<file path="src/rtl/instruction_cache_if.sv">
// Fetch-side and fill-side signal bundle for the instruction cache.
// The slave modport is the cache; the master modport is the IF stage plus instruction memory.
interface instruction_cache_if #(
  parameter int WORD_SIZE = 16
);
  logic                 cpu_read;
  logic [WORD_SIZE-1:0] cpu_address;
  logic [WORD_SIZE-1:0] cpu_data;
  logic                 cpu_ready;
  logic                 invalidate;
  logic                 mem_read;
  logic [WORD_SIZE-1:0] mem_address;
  logic [WORD_SIZE-1:0] mem_data;
  logic                 mem_valid;
  logic [WORD_SIZE-1:0] hit_count;
  logic [WORD_SIZE-1:0] miss_count;

  modport slave (
    input  cpu_read, cpu_address, invalidate, mem_data, mem_valid,
    output cpu_data, cpu_ready, mem_read, mem_address, hit_count, miss_count
  );

  modport master (
    output cpu_read, cpu_address, invalidate, mem_data, mem_valid,
    input  cpu_data, cpu_ready, mem_read, mem_address, hit_count, miss_count
  );
endinterface

</file>
<file path="src/rtl/instruction_cache.sv">
// Direct-mapped read-only instruction cache: combinational hit path, whole-line fill FSM on a miss.
// Hits return in the same cycle; a miss holds cpu_ready low until the line is filled and the fetch retried.
module instruction_cache #(
  parameter int LINE_WORDS = 4,
  parameter int NUM_LINES  = 4,
  parameter int WORD_SIZE  = 16
) (
  input  logic clk,
  input  logic reset_n,
  instruction_cache_if.slave bus
);

  localparam int OFF_W = $clog2(LINE_WORDS);
  localparam int IDX_W = $clog2(NUM_LINES);
  localparam int TAG_W = WORD_SIZE - OFF_W - IDX_W;
  localparam logic [OFF_W-1:0] LAST_WORD = OFF_W'(LINE_WORDS - 1);

  typedef enum logic {IDLE, FILL} state_t;
  typedef logic [WORD_SIZE-1:0] word_t;

  state_t              state_q, state_d;
  logic [NUM_LINES-1:0] valid_q, valid_d;
  logic                pend_q, pend_d;
  logic [TAG_W-1:0]    fill_tag_q, fill_tag_d;
  logic [IDX_W-1:0]    fill_idx_q, fill_idx_d;
  logic [OFF_W-1:0]    cnt_q, cnt_d;
  word_t               hit_cnt_q, hit_cnt_d;
  word_t               miss_cnt_q, miss_cnt_d;

  // Tag and data arrays carry no reset; the valid bits alone qualify them.
  logic [TAG_W-1:0]    tag_q  [NUM_LINES];
  word_t               data_q [NUM_LINES][LINE_WORDS];
  logic                tag_we, data_we;

  logic [TAG_W-1:0]    req_tag;
  logic [IDX_W-1:0]    req_idx;
  logic [OFF_W-1:0]    req_off;
  logic                hit;
  logic                cpu_ready;
  word_t               cpu_data;
  logic                mem_read;
  word_t               mem_address;

  always_comb begin
    {req_tag, req_idx, req_off} = bus.cpu_address;
  end

  always_comb begin
    state_d     = state_q;
    valid_d     = valid_q;
    pend_d      = pend_q;
    fill_tag_d  = fill_tag_q;
    fill_idx_d  = fill_idx_q;
    cnt_d       = cnt_q;
    hit_cnt_d   = hit_cnt_q;
    miss_cnt_d  = miss_cnt_q;
    tag_we      = 1'b0;
    data_we     = 1'b0;
    hit         = 1'b0;
    cpu_ready   = 1'b0;
    cpu_data    = '0;
    mem_read    = 1'b0;
    mem_address = '0;

    case (state_q)
      IDLE: begin
        hit = bus.cpu_read && valid_q[req_idx] && (tag_q[req_idx] == req_tag);
        if (hit) begin
          cpu_ready = 1'b1;
          cpu_data  = data_q[req_idx][req_off];
          if (hit_cnt_q != '1) hit_cnt_d = hit_cnt_q + word_t'(1);
        end
        // The lookup above still saw the old valid bits.
        if (bus.invalidate) valid_d = '0;
        if (bus.cpu_read && !hit) begin
          fill_tag_d = req_tag;
          fill_idx_d = req_idx;
          cnt_d      = '0;
          if (miss_cnt_q != '1) miss_cnt_d = miss_cnt_q + word_t'(1);
          state_d    = FILL;
        end
      end
      FILL: begin
        mem_read    = 1'b1;
        mem_address = {fill_tag_q, fill_idx_q, cnt_q};
        if (bus.invalidate) pend_d = 1'b1;
        if (bus.mem_valid) begin
          data_we = 1'b1;
          cnt_d   = cnt_q + OFF_W'(1);
          if (cnt_q == LAST_WORD) begin
            tag_we  = 1'b1;
            state_d = IDLE;
            // An invalidate seen during the fill discards this line along with all others.
            if (pend_q || bus.invalidate) begin
              valid_d = '0;
              pend_d  = 1'b0;
            end else begin
              valid_d[fill_idx_q] = 1'b1;
            end
          end
        end
      end
      default: state_d = IDLE;
    endcase
  end

  always_ff @(posedge clk or posedge reset_n) begin
    if (reset_n) begin
      state_q    <= IDLE;
      valid_q    <= '0;
      pend_q     <= 1'b0;
      fill_tag_q <= '0;
      fill_idx_q <= '0;
      cnt_q      <= '0;
      hit_cnt_q  <= '0;
      miss_cnt_q <= '0;
    end else begin
      state_q    <= state_d;
      valid_q    <= valid_d;
      pend_q     <= pend_d;
      fill_tag_q <= fill_tag_d;
      fill_idx_q <= fill_idx_d;
      cnt_q      <= cnt_d;
      hit_cnt_q  <= hit_cnt_d;
      miss_cnt_q <= miss_cnt_d;
    end
  end

  always_ff @(posedge clk) begin
    if (data_we) data_q[fill_idx_q][cnt_q] <= bus.mem_data;
    if (tag_we)  tag_q[fill_idx_q]         <= fill_tag_q;
  end

  assign bus.cpu_ready   = cpu_ready;
  assign bus.cpu_data    = cpu_data;
  assign bus.mem_read    = mem_read;
  assign bus.mem_address = mem_address;
  assign bus.hit_count   = hit_cnt_q;
  assign bus.miss_count  = miss_cnt_q;

endmodule

</file>
<file path="src/flat_wrapper.sv">
// flat-port wrapper written by rule: the top's interface ports become plain ports
module instruction_cache_flat 
#(
  parameter int LINE_WORDS = 4,
  parameter int NUM_LINES  = 4,
  parameter int WORD_SIZE  = 16
)
  (clk, reset_n, bus_cpu_read, bus_cpu_address, bus_invalidate, bus_mem_data, bus_mem_valid, bus_cpu_data, bus_cpu_ready, bus_mem_read, bus_mem_address, bus_hit_count, bus_miss_count);
  instruction_cache_if #(.WORD_SIZE(WORD_SIZE)) bus_i ();
  input  logic clk;
  input  logic reset_n;
  input wire logic [$bits(bus_i.cpu_read)-1:0] bus_cpu_read;
  input wire logic [$bits(bus_i.cpu_address)-1:0] bus_cpu_address;
  input wire logic [$bits(bus_i.invalidate)-1:0] bus_invalidate;
  input wire logic [$bits(bus_i.mem_data)-1:0] bus_mem_data;
  input wire logic [$bits(bus_i.mem_valid)-1:0] bus_mem_valid;
  output wire logic [$bits(bus_i.cpu_data)-1:0] bus_cpu_data;
  output wire logic [$bits(bus_i.cpu_ready)-1:0] bus_cpu_ready;
  output wire logic [$bits(bus_i.mem_read)-1:0] bus_mem_read;
  output wire logic [$bits(bus_i.mem_address)-1:0] bus_mem_address;
  output wire logic [$bits(bus_i.hit_count)-1:0] bus_hit_count;
  output wire logic [$bits(bus_i.miss_count)-1:0] bus_miss_count;
  assign bus_i.cpu_read = bus_cpu_read;
  assign bus_i.cpu_address = bus_cpu_address;
  assign bus_i.invalidate = bus_invalidate;
  assign bus_i.mem_data = bus_mem_data;
  assign bus_i.mem_valid = bus_mem_valid;
  assign bus_cpu_data = bus_i.cpu_data;
  assign bus_cpu_ready = bus_i.cpu_ready;
  assign bus_mem_read = bus_i.mem_read;
  assign bus_mem_address = bus_i.mem_address;
  assign bus_hit_count = bus_i.hit_count;
  assign bus_miss_count = bus_i.miss_count;
  instruction_cache #(.LINE_WORDS(LINE_WORDS), .NUM_LINES(NUM_LINES), .WORD_SIZE(WORD_SIZE)) u_core (.clk(clk), .reset_n(reset_n), .bus(bus_i));
endmodule
</file>
<file path="config.mk">
export PLATFORM = sky130hd
export DESIGN_NAME = instruction_cache_flat
export DESIGN_NICKNAME = d
export VERILOG_FILES = /design/src/rtl/instruction_cache_if.sv /design/src/rtl/instruction_cache.sv /design/src/flat_wrapper.sv
export SDC_FILE = /design/constraint.sdc
export NUM_CORES = 1
export LEC_CHECK = 0
export ABC_AREA = 1
export BUFFER_PORTS_ARGS = -buffer_cell sky130_fd_sc_hd__buf_2
export CAP_MARGIN = 25
export CORE_ASPECT_RATIO = 0.5
export CORE_MARGIN = 2
export CORE_UTILIZATION = 55
export DETAILED_ROUTE_END_ITERATION = 8
export GPL_ROUTABILITY_DRIVEN = 0
export HOLD_SLACK_MARGIN = 0.1
export PLACE_DENSITY = 0.8
export SYNTH_ARGS = -nofsm -noshare
export SYNTH_HDL_FRONTEND = slang
export SYNTH_SLANG_ARGS = --single-unit
</file>
<file path="constraint.sdc">
create_clock -name clk -period 2 [get_ports clk]
set_input_delay 0.2 -clock clk [delete_from_list [all_inputs] [get_ports clk]]
set_output_delay 0.2 -clock clk [all_outputs]
set_load 0.01 [all_outputs]
</file>
After elaboration in Yosys (flattened, before gate mapping)
Memory sizes are Yosys's and may differ from the RTL's.
Index checks and enable logic that the tools add are counted.
{ "op_classes": {"n_addsub": 3, "magnitude_cmp": 6, "eq_ne": 8, "muxes": 40, "bitwise_logic": 4, "n_reduce_logical": 12} }
{ "op_table": {"columns": ["operator", "count"], "rows": [
  ["$mux 16", 6],
  ["$mux 64", 1],
  ["$add 16x1->16 const B", 2],
  ["$bmux 16 s2", 1],
  ["$demux 16 s2", 1],
  ["$ne 16x16->1 const B", 2],
  ["$mux 1", 20],
  ["$mux 4", 4],
  ["$eq 12x12->1", 1],
  ["$reduce_and 3->1", 3],
  ["$pmux 4 s2", 1],
  ["$ge 3x3->1 const B", 2],
  ["$lt 2x3->1 const B", 2],
  ["$ne 2x2->1 const B", 3],
  ["$not 2->3", 2],
  ["$logic_and 1x1->1", 5],
  ["$mux 2", 2],
  ["$or 4x4->4", 1],
  ["$pmux 2 s2", 1],
  ["$reduce_and 2->1", 2],
  ["$lt 3x1->1 const B", 1],
  ["$add 2x1->2 const B", 1],
  ["$bmux 1 s2", 1],
  ["$demux 1 s2", 1],
  ["7 further kinds", 7]
]} }
{ "totals": {"register_bits": 54, "ramBits": 304, "in_bits": 37, "output_inout_bits": 66, "elab_cells": 83, "n_memories": 2} }
{ "memory_table": {"columns": ["memory", "words", "word_bits", "rd", "rd_clocked_by_memory_dff", "write_ports", "line", "rtl"], "rows": [
  ["u_core.data_q", 4, 64, 1, 0, 1, "instruction_cache.sv:32", "word_t data_q [NUM_LINES][LINE_WORDS];"],
  ["u_core.tag_q", 4, 12, 1, 0, 1, "instruction_cache.sv:31", "logic [TAG_W-1:0] tag_q [NUM_LINES];"]
]} }

Longest topological paths before layout
Gate-level depths: netlist of the first run.
{ "depth": {"word_depth": 9, "ltp_mapped": 16} }

Worst setup path after synthesis of the first run
No wires, ideal clock.
{ "synth_timing": {"kind": "register to register", "startpoint": "register u_core.state_q", "endpoint": "memory u_core.data_q[0][0] (netlist bit), enable pin", "t_arrival_ns": 1.759, "required_time_ns": 1.612, "slack_ns": -0.148, "stages_incl_launch_ff": 6, "n_path_buf": 1, "period_less_slack_ns": 2.148, "path_cell_list": "dfrtp_1 -> clkbuf_1 -> nand2_1 -> inv_1 -> nand2_1 -> nor2_1"} }
{ "synth_via": {"elab_chain_len": 3} }
{ "synth_rtl": {"columns": ["element", "line", "rtl"], "rows": [
  ["from (decl)", "instruction_cache.sv:21", "state_t state_q, state_d;"],
  ["from (signal assigned)", "instruction_cache.sv:118", "state_q <= state_d;"],
  ["$mux 1", "instruction_cache.sv:65", "case (state_q)"],
  ["$mux 1", "instruction_cache.sv:130", "if (data_we) data_q[fill_idx_q][cnt_q] <= bus.mem_data;"],
  ["$mux 64 (not written as such)", "instruction_cache.sv:130", null],
  ["to (decl)", "instruction_cache.sv:32", null]
]} }
Every way passes these cells.

Final worst setup path of the first run
{ "layout_timing": {"startpoint": "memory u_core.tag_q[3][6] (netlist bit)", "endpoint": "output bus_cpu_data[15]"} }
{ "layout_via": {"elab_chain_len": 5} }
{ "layout_rtl": {"columns": ["element", "line", "rtl"], "rows": [
  ["from (decl)", "instruction_cache.sv:31", null],
  ["$mem_v2 4x12", null, null],
  ["$eq 12x12->1", "instruction_cache.sv:67", "hit = bus.cpu_read && valid_q[req_idx] && (tag_q[req_idx] == req_tag);"],
  ["$logic_and 1x1->1", "instruction_cache.sv:67", null],
  ["$mux 16", "instruction_cache.sv:68", "if (hit) begin"],
  ["$mux 16", "instruction_cache.sv:65", null],
  ["to (decl)", "flat_wrapper.sv:17", "output wire logic [$bits(bus_i.cpu_data)-1:0] bus_cpu_data;"]
]} }
Every way passes these cells.

==> summary.md, run 1 <==
| Metric | Value |
|---|---|
| Final worst path period need | `2.55 ns` |
| Worst rel slew slack | `0.611` |
| CTS tree | `built` |
| Syn Nets | `1,462` |
| Antenna violations before repair | `1` |
| Maximum Capacitance Violations | `0` |
| # IOs | `103` |
| Level count of the clock H-tree | `1` |
| Overall die height | `123 um` |
| Clock buffers created by TritonCTS | `31` |
| Synth Register Bits | `358` |
| Area growth from synthesis to layout | `21.8%` |
| Root Buffer Master | `sky130_fd_sc_hd__clkbuf_16` |
| Achievable frequency | `392 MHz` |
| Overall routed net length | `40,000 um` |
| Clock tree sinks | `358` |
| Fin area | `18,900 um^2` |
| Number of vias after detailed routing | `11,800` |
| Clock transition time at the flip-flop clock pins of the worst setup and hold paths | `0.07 ns` |
| Number of iterations in the first detailed-routing pass | `6` |
| Largest net degree at the start of global routing | `36` |
| Type of the worst min-delay path | `input port to asynchronous set/reset pin` |
| Cell chain of the critical path | `nand2_1 -> nand3_2 -> nand3_2 -> nand3_2 -> nor2_1 -> nand2_1 -> nor2_4 -> nand2_4 -> nor2_4 -> buf_12 -> inv_12 -> nor2_2 -> buf_2` |
| Final hold violation count | `0` |
| Synthesized instance count | `1,419` |
| Area of the die | `29,700 um^2` |
| Chip Width | `242 um` |
| Post-detailed-placement half-perimeter wirelength | `23,700 um` |
| Fraction of final layout cells with drive strength greater than 1 | `0.197` |
| DRC violation count after routing | `0` |
| Initial DRC Count | `1,345` |
| Power per standard cell area | `976 nW/um^2` |
| Layout net count | `1,661` |
| Effective utilization at floorplan | `0.560` |
| Least setup slack across all paths after layout | `-0.550 ns` |
| Final global-route overflow total | `0` |
| Post-route fraction of the period consumed by the critical path | `1.27` |
| Count of cell types in the netlist | `36` |
| First-pass GRT wire length | `60,600 um` |
| Placed Area | `17,300 um^2` |
| Post-layout utilization of the core | `0.683` |
| Max stage delay on crit path | `0.39 ns` |
| Kind of start point of the critical path | `register` |
| Maximum number of buffers from clock root to sink | `3` |
| Worst setup path category | `register to output pin` |
| Clock latency reported for the late side of the worst-skew pair | `0.59 ns` |
| CP Data Arrival Time | `2.35 ns` |
| Warnings, synthesis | `0` |
| Post-Synthesis Mean Instance Area | `10.9 um^2` |
| Total global routing track utilization | `0.264` |
| Average via count per standard cell | `5.84` |
| Avg WL per Cell | `19.8 um` |
| Count of port buffers added during placement | `102` |
| Count of standard-cell rows | `43` |
| Setup repair after global routing missed its margin | `yes` |
| Post-Synthesis Cell Area | `15,500 um^2` |
| Worst-Margin Slew | `0.583 ns` |
| Run status | `complete, but fails checks` |
| Skew final | `0.0212 ns` |
| Vias in the first global route | `11,400` |
| Cell leakage power | `7.68 nW` |
| Violations in the final reports | `setup timing` |
| Setup slack after placement | `-0.309 ns` |
| Worst IR Drop VDD | `0.648 mV` |
| Post-synthesis sequential area ratio | `0.675` |
| Final count of negative-setup-slack endpoints | `17` |
| Slowest cell on the critical path | `sky130_fd_sc_hd__edfxtp_1` |
| Cell repeated most along the worst path | `sky130_fd_sc_hd__nand3_2` |
| Crit Path Max Fanout | `8` |
| Setup_tns | `-8.68 ns` |
| Filler Cell Count | `1,862` |
| Pins Over Slew Limit | `0` |
| Placeable core region | `27,700 um^2` |
| Residual antenna-violating net count after detailed routing | `0` |
| Crit end category | `output pin` |
| CP required | `1.80 ns` |
cells in the final DEF (no fill, tap or decap), drive strengths merged, types with 17 or more instances in the layout:
cell and instances:
buf 209, a32o 21, nand2 477, clkbuf 35
nor2 71, dlygate4sd3 32, inv 77, a21oi 76
o211ai 21, nand4 24, edfxtp 304, nand3 128
o21ai 17, dfrtp 54, xor2 19
cell type report:
type / instances / area, um^2 / share of cell area
Sequential cell: 358 / 10500 / 0.554
Multi-Input combinational cell: 911 / 4570 / 0.242
Timing Repair Buffer: 241 / 2040 / 0.108
Clock buffer: 35 / 801 / 0.0423
Tap cell: 382 / 478 / 0.0253
Inverter: 74 / 293 / 0.0155
Clock inverter: 23 / 233 / 0.0123
Timing Repair inverter: 1 / 16.3 / 0.000860
Antenna cell: 1 / 2.50 / 0.000132
power by group:
| part | switching (mW) | internal (mW) |
|---|---|---|
| Clock | 2.76 | 3.41 |
| Combinational | 1.95 | 1.06 |
| Sequential | 0.379 | 8.89 |
| Total | 5.09 | 13.4 |
final timing paths:
path	start	to	slack, ns	depth (start not counted)
worst max-delay path	u_core.tag_q[3][6]	bus_cpu_data[15]	-0.55	13
worst min-delay path	reset_n	u_core.fill_tag_q[8]	0.22	3
worst max register to register	u_core.tag_q[3][2]	u_core.fill_tag_q[0]	0.08	14
worst min register to register	u_core.pend_q	u_core.pend_q	0.53	2
max in group asynchronous	reset_n	u_core.bus.hit_count[15]	1.20	4
min in group clk	bus_cpu_read	u_core.bus.hit_count[10]	0.28	7
Yosys cell counts, drive strengths merged:
library cell,n,area share
nor4,3,0.0012
o22ai,3,0.0012
nor3,6,0.0019
or3,1,0.00040
nand3,128,0.042
ha,6,0.0048
a22oi,16,0.0077
a32o,21,0.014
o21ai,17,0.0055
nand2,477,0.12
dfrtp,54,0.087
clkbuf,30,0.0073
o311ai,11,0.0062
or2,1,0.00040
inv,74,0.018
nor3b,1,0.00048
xor2,19,0.011
edfxtp,304,0.59
nand4,24,0.010
xnor2,8,0.0045
buf,46,0.018
nor2,71,0.020
a21oi,76,0.025
o211ai,21,0.010
a31oi,1,0.00040
flip-flops by register name, indices dropped and copies added (netlist names):
| signal | flops |
|---|---|
| u_core.bus.hit_count | 16 |
| u_core.data_q | 256 |
| u_core.tag_q | 48 |
| u_core.pend_q | 1 |
| u_core.cnt_q | 2 |
| u_core.bus.miss_count | 16 |
| u_core.valid_q | 4 |
| u_core.fill_idx_q | 2 |
| u_core.state_q | 1 |
| u_core.fill_tag_q | 12 |
cell families after synthesis:
family / count (synthesis) / share of synthesized area
AO/OA/AOI/OAI: 166 / 0.0692
XOR/XNOR: 27 / 0.0152
adder cells (fa/ha/maj): 6 / 0.00484
buffers and inverters: 150 / 0.0427
flip-flops: 358 / 0.675
AND/OR/NAND/NOR: 712 / 0.193
stage by stage:
stage	power (mW)	std cells	hold slack (ns)
2_1_floorplan	10.9	1419	0.299
3_3_place_gp	12.1	1927	0.287
3_5_place_dp	12.3	1927	0.306
4_1_cts	18.4	2024	0.237
5_1_grt	19.1	2026	0.275
6_report	18.5	2026	0.223
critical path, delay by kind of cell, from the launching register on:
family / cells / cell delay [ns]
buf+inv: 3 / 0.38
simple gates: 10 / 0.99
flops: 1 / 0.39
layer usage:
metal	GRT usage	share of wire	vias to the layer above
met5	0	0	-
met4	0.0986	0.033	0
met3	0.0494	0.096	127
met2	0.449	0.48	690
met1	0.343	0.39	5689
li1	-	-	5333
timing repair:
item                                    in CTS  in global routing
endpoints found under the setup margin      17                 56
hold buffers                                32                  0
hold endpoints to repair                   299                  0
gates cloned                                 1                  0
setup buffers                                6                  2
gates resized for setup                     31                 17
pin swaps                                   15                  6
(Power assumes the default switching activity.)
==> run 2, diff against run 1 <==
- CORE_UTILIZATION: 55 -> 50
- PLACE_DENSITY: 0.8 -> 0.74
==> summary.md, run 2 (synthesis gave the netlist of run 1 again) <==
| Metric | Value |
|---|---|
| Cell leakage power | `7.59 nW (was 7.68 nW)` |
| Total global routing track utilization | `0.240 (was 0.264)` |
| Antenna violations before repair | `1 (unchanged)` |
| Maximum Capacitance Violations | `0 (unchanged)` |
| CP Data Arrival Time | `2.42 ns (was 2.35 ns)` |
| Number of diodes | `0 (was 1)` |
| Leading cell types in the layout, fill and taps excluded | `sky130_fd_sc_hd__nand2_1 (470), sky130_fd_sc_hd__edfxtp_1 (304), sky130_fd_sc_hd__nand3_1 (109) (was sky130_fd_sc_hd__nand2_1 (472), sky130_fd_sc_hd__edfxtp_1 (304), sky130_fd_sc_hd__nand3_1 (106))` |
| # IOs | `103 (unchanged)` |
| Residual antenna-violating net count after detailed routing | `0 (unchanged)` |
| Setup slack after placement | `-0.195 ns (was -0.309 ns)` |
| DRC violation count after routing | `0 (unchanged)` |
| First-pass GRT wire length | `60,500 um (was 60,600 um)` |
| Root Buffer Master | `sky130_fd_sc_hd__clkbuf_16 (unchanged)` |
| Cell Count Post-Placement | `1,962 (was 1,927)` |
| Slowest cell on the critical path | `sky130_fd_sc_hd__edfxtp_1 (unchanged)` |
| Power per standard cell area | `975 nW/um^2 (was 976 nW/um^2)` |
| Avg WL per Cell | `19.1 um (was 19.8 um)` |
| Least setup slack across all paths after layout | `-0.623 ns (was -0.550 ns)` |
| Number of iterations in the first detailed-routing pass | `5 (was 6)` |
| Count of port buffers added during placement | `102 (unchanged)` |
| Final hold violation count | `0 (unchanged)` |
| Register-to-Register Setup Slack | `0.05 ns (was 0.08 ns)` |
| Cells on worst reg2reg path | `14 (unchanged)` |
| Kind of start point of the critical path | `register (unchanged)` |
| Overall die height | `129 um (was 123 um)` |
| Setup repair after global routing missed its margin | `yes (unchanged)` |
| First element of the critical path | `u_core.tag_q[3][4] (was u_core.tag_q[3][6])` |
| Crit end category | `output pin (unchanged)` |
| Skew final | `0.0138 ns (was 0.0212 ns)` |
| Layout net count | `1,651 (was 1,661)` |
| Level count of the clock H-tree | `1 (unchanged)` |
| Number of vias after detailed routing | `11,500 (was 11,800)` |
| Initial DRC Count | `1,127 (was 1,345)` |
| Reg2reg end | `u_core.fill_tag_q[2] (was u_core.fill_tag_q[0])` |
| Worst-Margin Slew | `0.626 ns (was 0.583 ns)` |
| Count of standard-cell rows | `45 (was 43)` |
| Start of the worst register-to-register path | `u_core.tag_q[3][4] (was u_core.tag_q[3][2])` |
| Post-route fraction of the period consumed by the critical path | `1.31 (was 1.27)` |
| Placeable core region | `30,500 um^2 (was 27,700 um^2)` |
| Final global-route overflow total | `0 (unchanged)` |
| Clock tree sinks | `358 (unchanged)` |
| Run status | `complete, but fails checks (unchanged)` |
| Average via count per standard cell | `5.57 (was 5.84)` |
| Register containing the most flip-flops in the final layout | `u_core.data_q (unchanged)` |
| Hold slack final | `0.134 ns (was 0.223 ns)` |
| CTS tree | `built (unchanged)` |
| Count of non-filler cells in the finished layout | `2,055 (was 2,026)` |
| Type of the worst min-delay path | `input port to register (was input port to asynchronous set/reset pin)` |
| Chip Width | `253 um (was 242 um)` |
| Vias in the first global route | `11,200 (was 11,400)` |
| CP Capture Point | `bus_cpu_data[11] (was bus_cpu_data[15])` |
| Max stage delay on crit path | `0.39 ns (about the same)` |
| Pins Over Slew Limit | `0 (unchanged)` |
| Overall routed net length | `39,200 um (was 40,000 um)` |
| Crit Path Max Fanout | `6 (was 8)` |
| Area of the die | `32,600 um^2 (was 29,700 um^2)` |
| CP required | `1.80 ns (about the same)` |
| Area growth from synthesis to layout | `21.2% (was 21.8%)` |
| Achievable frequency | `381 MHz (was 392 MHz)` |
| Largest net degree at the start of global routing | `50 (was 36)` |
| Most common cell after layout, fill and taps aside | `sky130_fd_sc_hd__nand2_1 (unchanged)` |
| Cell chain of the critical path | `nand2_2 -> nand3_2 -> nand3_2 -> nand2_1 -> nor2_1 -> nand2_1 -> nor2_2 -> nand2_4 -> nor2_4 -> inv_4 -> buf_12 -> nor2_2 -> buf_6 (was nand2_1 -> nand3_2 -> nand3_2 -> nand3_2 -> nor2_1 -> nand2_1 -> nor2_4 -> nand2_4 -> nor2_4 -> buf_12 -> inv_12 -> nor2_2 -> buf_2)` |
| Flip-flop count of the largest register after layout | `256 (unchanged)` |
| Post-detailed-placement half-perimeter wirelength | `23,500 um (was 23,700 um)` |
| Final worst path period need | `2.62 ns (was 2.55 ns)` |
| Worst rel slew slack | `0.582 (was 0.611)` |
| Clock transition time at the flip-flop clock pins of the worst setup and hold paths | `0.07 ns (about the same)` |
| Maximum number of buffers from clock root to sink | `3 (unchanged)` |
| Effective utilization at floorplan | `0.510 (was 0.560)` |
| Clock buffers created by TritonCTS | `31 (unchanged)` |
| Final count of negative-setup-slack endpoints | `17 (unchanged)` |
| Worst IR Drop VDD | `0.749 mV (was 0.648 mV)` |
| Clock latency reported for the late side of the worst-skew pair | `0.58 ns (was 0.59 ns)` |
| Worst setup path category | `register to output pin (unchanged)` |
| Setup_tns | `-9.16 ns (was -8.68 ns)` |
| Regs by FF count | `u_core.data_q: 256 flops, u_core.tag_q: 48 flops (unchanged)` |
| Violations in the final reports | `setup timing (unchanged)` |
| Fraction of final layout cells with drive strength greater than 1 | `0.192 (was 0.197)` |
==> run 2: per-layer routing <==
layer	part of all wire	routed length, um	vias up	GRT usage
li1	-	-	5321	-
met1	0.42	16300	5542	0.325
met2	0.48	18900	499	0.410
met3	0.074	2910	88	0.0330
met4	0.027	1070	2	0.0703
met5	0.00033	13	-	0
==> run 2: how the worst min path moves through the flow <==
stage | startpoint | end | slack (ns) | cells after the start
2_1_floorplan | bus_mem_data[0] | u_core.data_q[0][0] | 0.30 | 0
3_3_place_gp | reset_n | u_core.fill_tag_q[1] | 0.32 | 2
3_5_place_dp | reset_n | u_core.fill_tag_q[1] | 0.32 | 2
4_1_cts | bus_cpu_address[2] | u_core.fill_idx_q[0] | 0.11 | 4
5_1_grt | bus_cpu_address[2] | u_core.fill_idx_q[0] | 0.13 | 4
6_report | bus_cpu_address[2] | u_core.fill_idx_q[0] | 0.13 | 4
==> run 2: what timing repair did <==
item / 4_1_cts / 5_1_grt
buffers inserted: 5 / 2
pin swaps: 8 / 4
endpoints found under the setup margin: 17 / 50
resized for setup: 29 / 16
hold buffers: 31 / 0
hold endpoints to repair: 298 / 0
cloned: 0 / 1
==> run 2: final cells by class <==
| type | instances | area (um^2) |
|---|---|---|
| Clock buffer | 43 | 831 |
| Clock inverter | 14 | 181 |
| Fill cell | 2343 | 11600 |
| Inverter | 74 | 283 |
| Multi-Input combinational cell | 911 | 4560 |
| Sequential cell | 358 | 10500 |
| Tap cell | 423 | 529 |
| Timing Repair Buffer | 232 | 1940 |
==> run 2: critical path, delay by kind of cell (launching register included) <==
kind	cells	cell delay [ns]
DFF	1	0.39
and+or+nand+nor	10	1.05
buffers and inverters	3	0.39
==> run 2: power breakdown <==
| group | switching [mW] | internal, mW | total [mW] |
|---|---|---|---|
| Clock | 2.68 | 3.42 | 6.10 |
| Combinational | 1.96 | 1.04 | 3.01 |
| Sequential | 0.350 | 8.89 | 9.24 |
| Total | 4.99 | 13.4 | 18.3 |
==> run 2: per-stage QoR <==
step	total power, mW	instance area (um^2)	util
finish	18.3	18800	0.618
global route	19.1	18800	0.618
CTS	18.3	18700	0.615
detailed placement	12.2	17200	0.566
global placement	12.1	17200	0.566
floorplan	10.9	15600	-
